===== src/rtl/rst_sequencer.sv =====
`default_nettype none
// ============================================================================
// Module   : rst_sequencer
// Brief    : Releases NUM_OUT active-low resets in order, DELAY cycles apart.
//            Define RST_SEQ_ACK_WAIT_EN to wait for a per-stage ack (bounded
//            by TIMEOUT) between releases.
// Revision : 1.0 - initial release
// ============================================================================
module rst_sequencer #(
    parameter int NUM_OUT = 4,
    parameter int DELAY   = 16,
    parameter int TIMEOUT = 256
) (
    input  logic               clk,
    input  logic               i_rst_sync,
    input  logic               i_soft_rst,
    input  logic [NUM_OUT-1:0] i_ack,
    output logic [NUM_OUT-1:0] o_rst_n,
    output logic               o_done,
    output logic               o_timeout
);

    // One counter serves both the release delay and the ack timeout.
    localparam int c_CNT_MAX = (DELAY > TIMEOUT) ? DELAY : TIMEOUT;
    localparam int c_CNT_W   = $clog2(c_CNT_MAX);
    localparam int c_IDX_W   = $clog2(NUM_OUT);

    localparam logic [c_CNT_W-1:0] c_DLY_LAST = c_CNT_W'(DELAY - 1);
    localparam logic [c_IDX_W-1:0] c_IDX_LAST = c_IDX_W'(NUM_OUT - 1);

    localparam logic [1:0] c_ST_DLY  = 2'd0;
    localparam logic [1:0] c_ST_DONE = 2'd2;

    logic [1:0]         r_state;
    logic [c_IDX_W-1:0] r_idx;
    logic [c_CNT_W-1:0] r_cnt;
    logic [NUM_OUT-1:0] r_rst_n;
    logic               r_done;

`ifdef RST_SEQ_ACK_WAIT_EN

    localparam logic [1:0]         c_ST_ACK  = 2'd1;
    localparam logic [c_CNT_W-1:0] c_TO_LAST = c_CNT_W'(TIMEOUT - 1);

    logic r_timeout;
    logic w_ack_hit;

    // Only the ack of the stage just released is ever looked at.
    assign w_ack_hit = i_ack[r_idx];

    always_ff @(posedge clk or negedge i_rst_sync) begin
        if (!i_rst_sync) begin
            r_state   <= c_ST_DLY;
            r_idx     <= '0;
            r_cnt     <= '0;
            r_rst_n   <= '0;
            r_done    <= 1'b0;
            r_timeout <= 1'b0;
        end else if (i_soft_rst) begin
            r_state   <= c_ST_DLY;
            r_idx     <= '0;
            r_cnt     <= '0;
            r_rst_n   <= '0;
            r_done    <= 1'b0;
            r_timeout <= 1'b0;
        end else begin
            case (r_state)
                c_ST_DLY: begin
                    if (r_cnt == c_DLY_LAST) begin
                        r_cnt          <= '0;
                        r_rst_n[r_idx] <= 1'b1;
                        r_state        <= c_ST_ACK;
                    end else begin
                        r_cnt <= r_cnt + c_CNT_W'(1);
                    end
                end
                c_ST_ACK: begin
                    if (w_ack_hit || (r_cnt == c_TO_LAST)) begin
                        // A missing ack is flagged, then treated as if it came.
                        if (!w_ack_hit) begin
                            r_timeout <= 1'b1;
                        end
                        r_cnt <= '0;
                        if (r_idx == c_IDX_LAST) begin
                            r_state <= c_ST_DONE;
                            r_done  <= 1'b1;
                        end else begin
                            r_idx   <= r_idx + c_IDX_W'(1);
                            r_state <= c_ST_DLY;
                        end
                    end else begin
                        r_cnt <= r_cnt + c_CNT_W'(1);
                    end
                end
                c_ST_DONE: begin
                    r_state <= c_ST_DONE;
                end
                default: begin
                    r_state <= c_ST_DLY;
                end
            endcase
        end
    end

    assign o_timeout = r_timeout;

`else

    logic w_unused_ack;

    assign w_unused_ack = ^i_ack;

    always_ff @(posedge clk or negedge i_rst_sync) begin
        if (!i_rst_sync) begin
            r_state <= c_ST_DLY;
            r_idx   <= '0;
            r_cnt   <= '0;
            r_rst_n <= '0;
            r_done  <= 1'b0;
        end else if (i_soft_rst) begin
            r_state <= c_ST_DLY;
            r_idx   <= '0;
            r_cnt   <= '0;
            r_rst_n <= '0;
            r_done  <= 1'b0;
        end else begin
            case (r_state)
                c_ST_DLY: begin
                    if (r_cnt == c_DLY_LAST) begin
                        r_cnt          <= '0;
                        r_rst_n[r_idx] <= 1'b1;
                        if (r_idx == c_IDX_LAST) begin
                            r_state <= c_ST_DONE;
                            r_done  <= 1'b1;
                        end else begin
                            r_idx <= r_idx + c_IDX_W'(1);
                        end
                    end else begin
                        r_cnt <= r_cnt + c_CNT_W'(1);
                    end
                end
                c_ST_DONE: begin
                    r_state <= c_ST_DONE;
                end
                default: begin
                    r_state <= c_ST_DLY;
                end
            endcase
        end
    end

    assign o_timeout = 1'b0;

`endif

    assign o_rst_n = r_rst_n;
    assign o_done  = r_done;

endmodule
`default_nettype wire


===== config.mk =====
export PLATFORM = sky130hd
export DESIGN_NAME = rst_sequencer
export DESIGN_NICKNAME = d
export VERILOG_FILES = /design/src/rtl/rst_sequencer.sv
export SDC_FILE = /design/constraint.sdc
export NUM_CORES = 1
export LEC_CHECK = 0
export BUFFER_PORTS_ARGS = -buffer_cell sky130_fd_sc_hd__buf_4
export CAP_MARGIN = 40
export CORE_UTILIZATION = 45
export CTS_CLUSTER_SIZE = 12
export DETAILED_ROUTE_END_ITERATION = 8
export PLACE_DENSITY = 0.65
export REMOVE_ABC_BUFFERS = 1
export SYNTH_ARGS = -nofsm -noshare
export SYNTH_HDL_FRONTEND = slang
export SYNTH_SLANG_ARGS = --single-unit

===== constraint.sdc =====
create_clock -name clk -period 1.6 [get_ports clk]
set_input_delay 0.32 -clock clk [delete_from_list [all_inputs] [get_ports clk]]
set_output_delay 0.32 -clock clk [all_outputs]
set_load 0.05 [all_outputs]

==> results.json, run 1 <==
{
  "grt_max_degree": 19,
  "worstReg2RegStart": "r_cnt[1]",
  "power_switching_w": 0.000160,
  "avgViaCountPerCell": 5.21,
  "p_comb_frac": 0.069,
  "initial_utilization": 0.487,
  "hold_violations": 0,
  "fin_crit_sh": 0.925,
  "grt-ovfl-total": 0,
  "num_vias": 631,
  "numCtsBuffers": 3,
  "netSwitchingFraction": 0.237,
  "min_path_type": "input pin to flip-flop",
  "n_antenna_cell": 0,
  "setup.worst_path.start": "r_cnt[1]",
  "ir_worst_vdd_v": 0.000463,
  "rsz0062_at_grt": "false",
  "layout-drive-gt1-share": 0.167,
  "syn_inst": 86,
  "grt_pass1_vias": 571,
  "path_class": "flip-flop to flip-flop",
  "slowest_stage": "dfrtp_1",
  "route.detailed.drc": 0,
  "cts_tree": "built",
  "grt_pass1_wl_um": 2470,
  "rows": 15,
  "drtAntennaViolNets": 0,
  "syn_to_final_growth_pct": 12.5,
  "dp_hpwl_um": 953,
  "ys_ff_latch": 16,
  "top_layer": "met4",
  "skew_ns": 0.0106,
  "endpoint_kind": "flip-flop",
  "ios": 13,
  "seqCellArea_sq_um": 400,
  "critical_path_required_ns": 1.77,
  "cts_resized": 0,
  "syn_area_per_cell_sq_um": 10.0,
  "worstRegToRegCells": 5,
  "htree_levels": 1,
  "wl_met2_um": 642,
  "syn_area_sq_um": 860,
  "globalplace.congestion": 0.724,
  "synth_cell_types": 28,
  "clk_latency_ns": 0.28,
  "coreArea_sq_um": 1760,
  "ys_seq_area_frac": 0.466,
  "layout.nets": 110,
  "fill_cells": 176,
  "pwr_density_cell_nw_per_um2": 697,
  "min_path_cells": 2,
  "clock_power_share": 0.309,
  "leakagePower_nw": 0.468,
  "intPower_w": 0.000514,
  "timing.fmax_ghz": 0.675,
  "cp_max_fo": 5,
  "setup_viol_count_final": 0,
  "crit_path_cell_trace": "ha_1, and3_1, nand3_1, mux2i_1, nor2_1",
  "clockRootBuffer": "clkbuf_4",
  "multi_input_area_sq_um": 402,
  "antenna_found_initial": 0,
  "worstPathArrival_ns": 1.65,
  "die_w_um": 45.7,
  "status": "finished, final reports clean",
  "slowest_delay_ns": 0.44,
  "path_clk_slew_ns": 0.09,
  "worstSetupStartpointType": "flip-flop",
  "cts.sinks": 16,
  "dr.pass1.iters": 4,
  "routed-wl-met3_um": 32,
  "yosysWarnings": 0,
  "hold_path_startpoint": "i_soft_rst",
  "clockBufferDepth": 2,
  "finalMaxSlewViolations": 0,
  "wire_per_inst_um": 11.5,
  "finalPower_w": 0.000674,
  "chipHeight_um": 45.7,
  "setup_tns_ns": 0,
  "totalWireLength_um": 1400,
  "grt_usage": 0.167,
  "die_area_sq_um": 2090,
  "wl_met1_um": 700,
  "p_seq_frac": 0.622,
  "drv_cap": 0,
  "r2r_slack_ns": 0.12,
  "finalCriticalPeriod_ns": 1.48,
  "drtIter0Drc": 15,
  "io_buffers": 7
}
==> cell usage in the layout (no fill, tap or decap) <==
cell,n
buf_4,10
a211oi_1,2
nor4_4,1
clkbuf_4,3
dlygate4sd3_1,1
o21ai_0,6
conb_1,1
ha_1,5
nand4b_4,1
and4b_1,1
nand2_1,7
nor3b_4,1
or3_1,2
nor2_1,10
nand2b_1,1
o2bb2ai_1,1
xnor2_1,2
xor2_1,1
nor3_1,2
dfrtp_1,16
a21oi_1,6
nor2b_1,1
mux2i_1,2
nand3_1,4
a31oi_1,1
inv_1,7
and3_1,1
==> power by group through the flow <==
stage               logic [W]  clock network (W)  registers [W]
floorplan           0.0000202                  0       0.000427
global placement    0.0000440                  0       0.000427
detailed placement  0.0000458                  0       0.000427
CTS                 0.0000478           0.000218       0.000419
global route        0.0000548           0.000239       0.000420
finish              0.0000463           0.000208       0.000419
==> cell type report <==
cell class              count  area share
multi-input cells          59       0.415
flip-flops and latches     16       0.414
inverters                   7      0.0272
clock buffers               3      0.0233
repair buffers             11      0.0880
well taps                  25      0.0323
==> critical path, delay by kind of cell, from the launching register on <==
| family | cells | cell delay [ns] |
|---|---|---|
| AND/OR/NAND/NOR | 3 | 0.48 |
| flip-flops | 1 | 0.44 |
| adder cells (fa/ha/maj) | 1 | 0.25 |
| multiplexers | 1 | 0.20 |
==> kinds of logic after synthesis <==
kind of cell | after synthesis | share of synthesized area
compound gates | 16 | 0.105
other cells | 1 | 0.00436
mux | 2 | 0.0233
simple gates | 32 | 0.231
flops | 16 | 0.466
fa+ha+maj | 5 | 0.0728
xor+xnor | 3 | 0.0306
buf+inv | 11 | 0.0670
==> worst paths after layout <==
| path | endpoint |
|---|---|
| max | r_idx[1] |
| min | r_cnt[6] |
| max reg2reg | r_idx[1] |
| min reg2reg | o_done |
| max in group asynchronous | o_rst_n[0] |
| min in group asynchronous | r_state[1] |
==> layer usage <==
layer / GRT usage / up-vias
li1: - / 309
met1: 0.235 / 307
met2: 0.249 / 11
met3: 0.0357 / 4
met4: 0.0706 / 0
met5: 0 / -
==> state kept, by name (all words and copies together), names as in the netlist <==
name / count
r_cnt: 8
o_rst_n: 4
r_idx: 2
o_done: 1
r_state: 1
==> cells in the mapped netlist <==
master / number / area share
nand2_1: 7 / 0.031
xnor2_1: 2 / 0.020
nor2_1: 10 / 0.044
conb_1: 1 / 0.0044
buf_4: 1 / 0.0087
nor4_4: 1 / 0.025
or3_1: 2 / 0.015
ha_1: 5 / 0.073
nor3_1: 2 / 0.012
nand2b_1: 1 / 0.0073
and3_1: 1 / 0.0073
nor2b_1: 1 / 0.0073
nand4b_4: 1 / 0.028
a21oi_1: 6 / 0.035
inv_1: 7 / 0.031
and4b_1: 1 / 0.012
clkbuf_1: 1 / 0.0044
dfrtp_1: 16 / 0.47
a211oi_1: 2 / 0.017
a31oi_1: 1 / 0.0073
nand3_1: 4 / 0.023
o21ai_0: 6 / 0.035
nor3b_4: 1 / 0.022
o2bb2ai_1: 1 / 0.010
xor2_1: 1 / 0.010
buf_2: 1 / 0.0058
mux2i_1: 2 / 0.023
buf_8: 1 / 0.017
==> metrics by stage <==
| step | hold WS, ns | worst slack [ns] | instance area, sq um | util | cells |
|---|---|---|---|---|---|
| 6_report | 0.326 | 0.120 | 967 | 0.548 | 121 |
| 5_1_grt | 0.346 | 0.00678 | 967 | 0.548 | 121 |
| 4_1_cts | 0.330 | 0.117 | 952 | 0.540 | 119 |
| 3_5_place_dp | 0.198 | 0.149 | 920 | 0.521 | 115 |
| 3_3_place_gp | 0.188 | 0.157 | 920 | 0.521 | 115 |
| 2_1_floorplan | 0.0244 | 0.244 | 828 | - | 82 |
==> what timing repair did <==
| item | 4_1_cts | 5_1_grt |
|---|---|---|
| hold buffers | 1 | 0 |
| hold endpoints to repair | 16 | 0 |
| buffers inserted | 0 | 2 |
| endpoints found under the setup margin | 0 | 3 |
(Power assumes the default switching activity.)
==> inputs of run 2 (changes only) <==
--- a/config.mk
+++ b/config.mk
@@ -6,12 +6,14 @@
 export NUM_CORES = 1
 export LEC_CHECK = 0
 export BUFFER_PORTS_ARGS = -buffer_cell sky130_fd_sc_hd__buf_4
-export CAP_MARGIN = 40
+export CAP_MARGIN = 20
 export CORE_UTILIZATION = 45
 export CTS_CLUSTER_SIZE = 12
 export DETAILED_ROUTE_END_ITERATION = 8
 export PLACE_DENSITY = 0.65
+export RECOVER_POWER = 100
 export REMOVE_ABC_BUFFERS = 1
+export SETUP_SLACK_MARGIN = 0.5
 export SYNTH_ARGS = -nofsm -noshare
 export SYNTH_HDL_FRONTEND = slang
 export SYNTH_SLANG_ARGS = --single-unit
==> run 2 against run 1 <==
Compared with the run above:
- first-iteration DRC count shrank 33%
- fmax grew 2.7%
- non-clock buffer count grew 9
- highest routed layer unchanged
- via count grew 8.2%
- final area grew 11%
- sequential share of layout area shrank 4.0 points
- combinational power grew 31%
- global-route usage grew 1.4 points
- critical endpoint unchanged
- sequential cell count is the same
==> results.json, run 2 (synthesized netlist as in run 1, its figures left out) <==
{
  "status": "finished, final reports clean",
  "slowest_delay_ns": 0.38,
  "die_area_sq_um": 2090,
  "cts_tree": "built",
  "drv_cap": 0,
  "most-common-layout-cells": "15 x dfrtp_1, 10 x nor2_1, 9 x buf_4",
  "crit_path_cell_trace": "ha_1, and3_1, nand3_4, mux2i_1, nor2_1",
  "pre_cts_ws_ns": 0.149,
  "worstSetupStartpointType": "flip-flop",
  "rsz0062_at_grt": "true",
  "grt_pass1_wl_um": 2680,
  "dr.pass1.iters": 4,
  "skew_ns": 0.00566,
  "top_register": "r_cnt",
  "cp_max_fo": 5,
  "worst_slack_ns": 0.158,
  "pwr_density_cell_nw_per_um2": 644,
  "globalplace.congestion": 0.724,
  "htree_levels": 1,
  "ios": 13,
  "fill_cells": 161,
  "io_buffers": 7,
  "avgViaCountPerCell": 5.25,
  "die_w_um": 45.7,
  "grt-ovfl-total": 0,
  "grt_usage": 0.181,
  "num_vias": 683,
  "initial_utilization": 0.487,
  "finalCriticalPeriod_ns": 1.44,
  "grt_max_degree": 19,
  "antenna_found_initial": 0,
  "hold_violations": 0,
  "largest_reg_flops": 8,
  "min_path_type": "input pin to flip-flop",
  "drtIter0Drc": 10,
  "setup_viol_count_final": 0,
  "n_antenna_cell": 0,
  "path_class": "flip-flop to flip-flop",
  "totalWireLength_um": 1670,
  "cts.sinks": 16,
  "timing.fmax_ghz": 0.693,
  "finalMaxSlewViolations": 0,
  "clockBufferDepth": 2,
  "drtAntennaViolNets": 0,
  "ir_worst_vdd_v": 0.000368,
  "slew_headroom": 0.412,
  "syn_to_final_growth_pct": 24.9,
  "route.detailed.drc": 0,
  "worstMarginPinSlew_ns": 0.882,
  "leakagePower_nw": 0.517,
  "numCtsBuffers": 3,
  "layout-drive-gt1-share": 0.314,
  "coreArea_sq_um": 1760,
  "path_clk_slew_ns": 0.09,
  "layout.nets": 119,
  "worstPathArrival_ns": 1.61,
  "endpoint_kind": "flip-flop",
  "grt_pass1_vias": 628,
  "dp_hpwl_um": 953,
  "clockRootBuffer": "clkbuf_4",
  "fin_crit_sh": 0.901,
  "clk_latency_ns": 0.29,
  "rows": 15,
  "setup_tns_ns": 0,
  "final_common_cell": "dfrtp_1",
  "chipHeight_um": 45.7,
  "wire_per_inst_um": 12.8,
  "critical_path_required_ns": 1.77,
  "slowest_stage": "dfrtp_1"
}
-- run 2: cell count changes in the layout (fill, tap and decap cells not counted), sizes merged --
| cell | before | now |
|---|---|---|
| clkbuf | 3 | 11 |
| buf | 10 | 11 |
-- run 2: path summary, 6_finish.rpt --
check | from | endpoint | slack (ns) | cells past startpoint
max | r_cnt[0] | r_idx[1] | 0.16 | 5
min | i_soft_rst | r_cnt[2] | 0.33 | 2
max reg2reg | r_cnt[0] | r_idx[1] | 0.16 | 5
min reg2reg | o_rst_n[3] | o_rst_n[3] | 0.52 | 2
max in group asynchronous | i_rst_sync | r_state[1] | 0.33 | 2
min in group asynchronous | i_rst_sync | r_cnt[4] | 0.68 | 2
-- run 2: final cells by class --
| cell class | count | area, sq um | share of cell area |
|---|---|---|---|
| Inverter | 7 | 26.3 | 0.0245 |
| Sequential cell | 16 | 402 | 0.374 |
| Multi-Input combinational cell | 59 | 455 | 0.424 |
| Clock buffer | 3 | 22.5 | 0.0210 |
| Tap cell | 25 | 31.3 | 0.0291 |
| Timing Repair Buffer | 20 | 136 | 0.127 |
-- run 2: repair_timing --
action,4_1_cts,5_1_grt
resized for setup,17,12
hold buffers,1,0
buffers inserted,7,4
pin swaps,7,12
endpoints found under the hold margin,16,0
endpoints found under the setup margin,20,20
-- run 2: metrics by stage --
step / instances / hold WS (ns) / power, W / util / instance area (sq um)
final: 130 / 0.329 / 0.000691 / 0.609 / 1070
after global routing: 130 / 0.350 / 0.000724 / 0.609 / 1070
after CTS: 126 / 0.336 / 0.000703 / 0.601 / 1060
after detailed placement: 115 / 0.198 / 0.000473 / 0.521 / 920
after global placement: 115 / 0.188 / 0.000471 / 0.521 / 920
after floorplan: 82 / 0.0244 / 0.000447 / - / 828
-- run 2: power breakdown --
group / switching (W) / internal (W) / total (W)
registers: 0.00000748 / 0.000410 / 0.000418
logic: 0.0000359 / 0.0000246 / 0.0000605
clock network: 0.000126 / 0.0000875 / 0.000213
-- run 2: routing by layer --
layer | vias up | wire (um) | track usage
li1 | 331 | - | -
met1 | 333 | 760 | 0.240
met2 | 14 | 832 | 0.291
met3 | 5 | 48 | 0.0357
met4 | 0 | 27 | 0.0706
met5 | - | 0 | 0
-- run 2: critical path: cells and delay by family, from the launching register on --
family	cells	cell delay (ns)
fa+ha+maj	1	0.25
flops	1	0.38
simple gates	3	0.53
mux	1	0.17
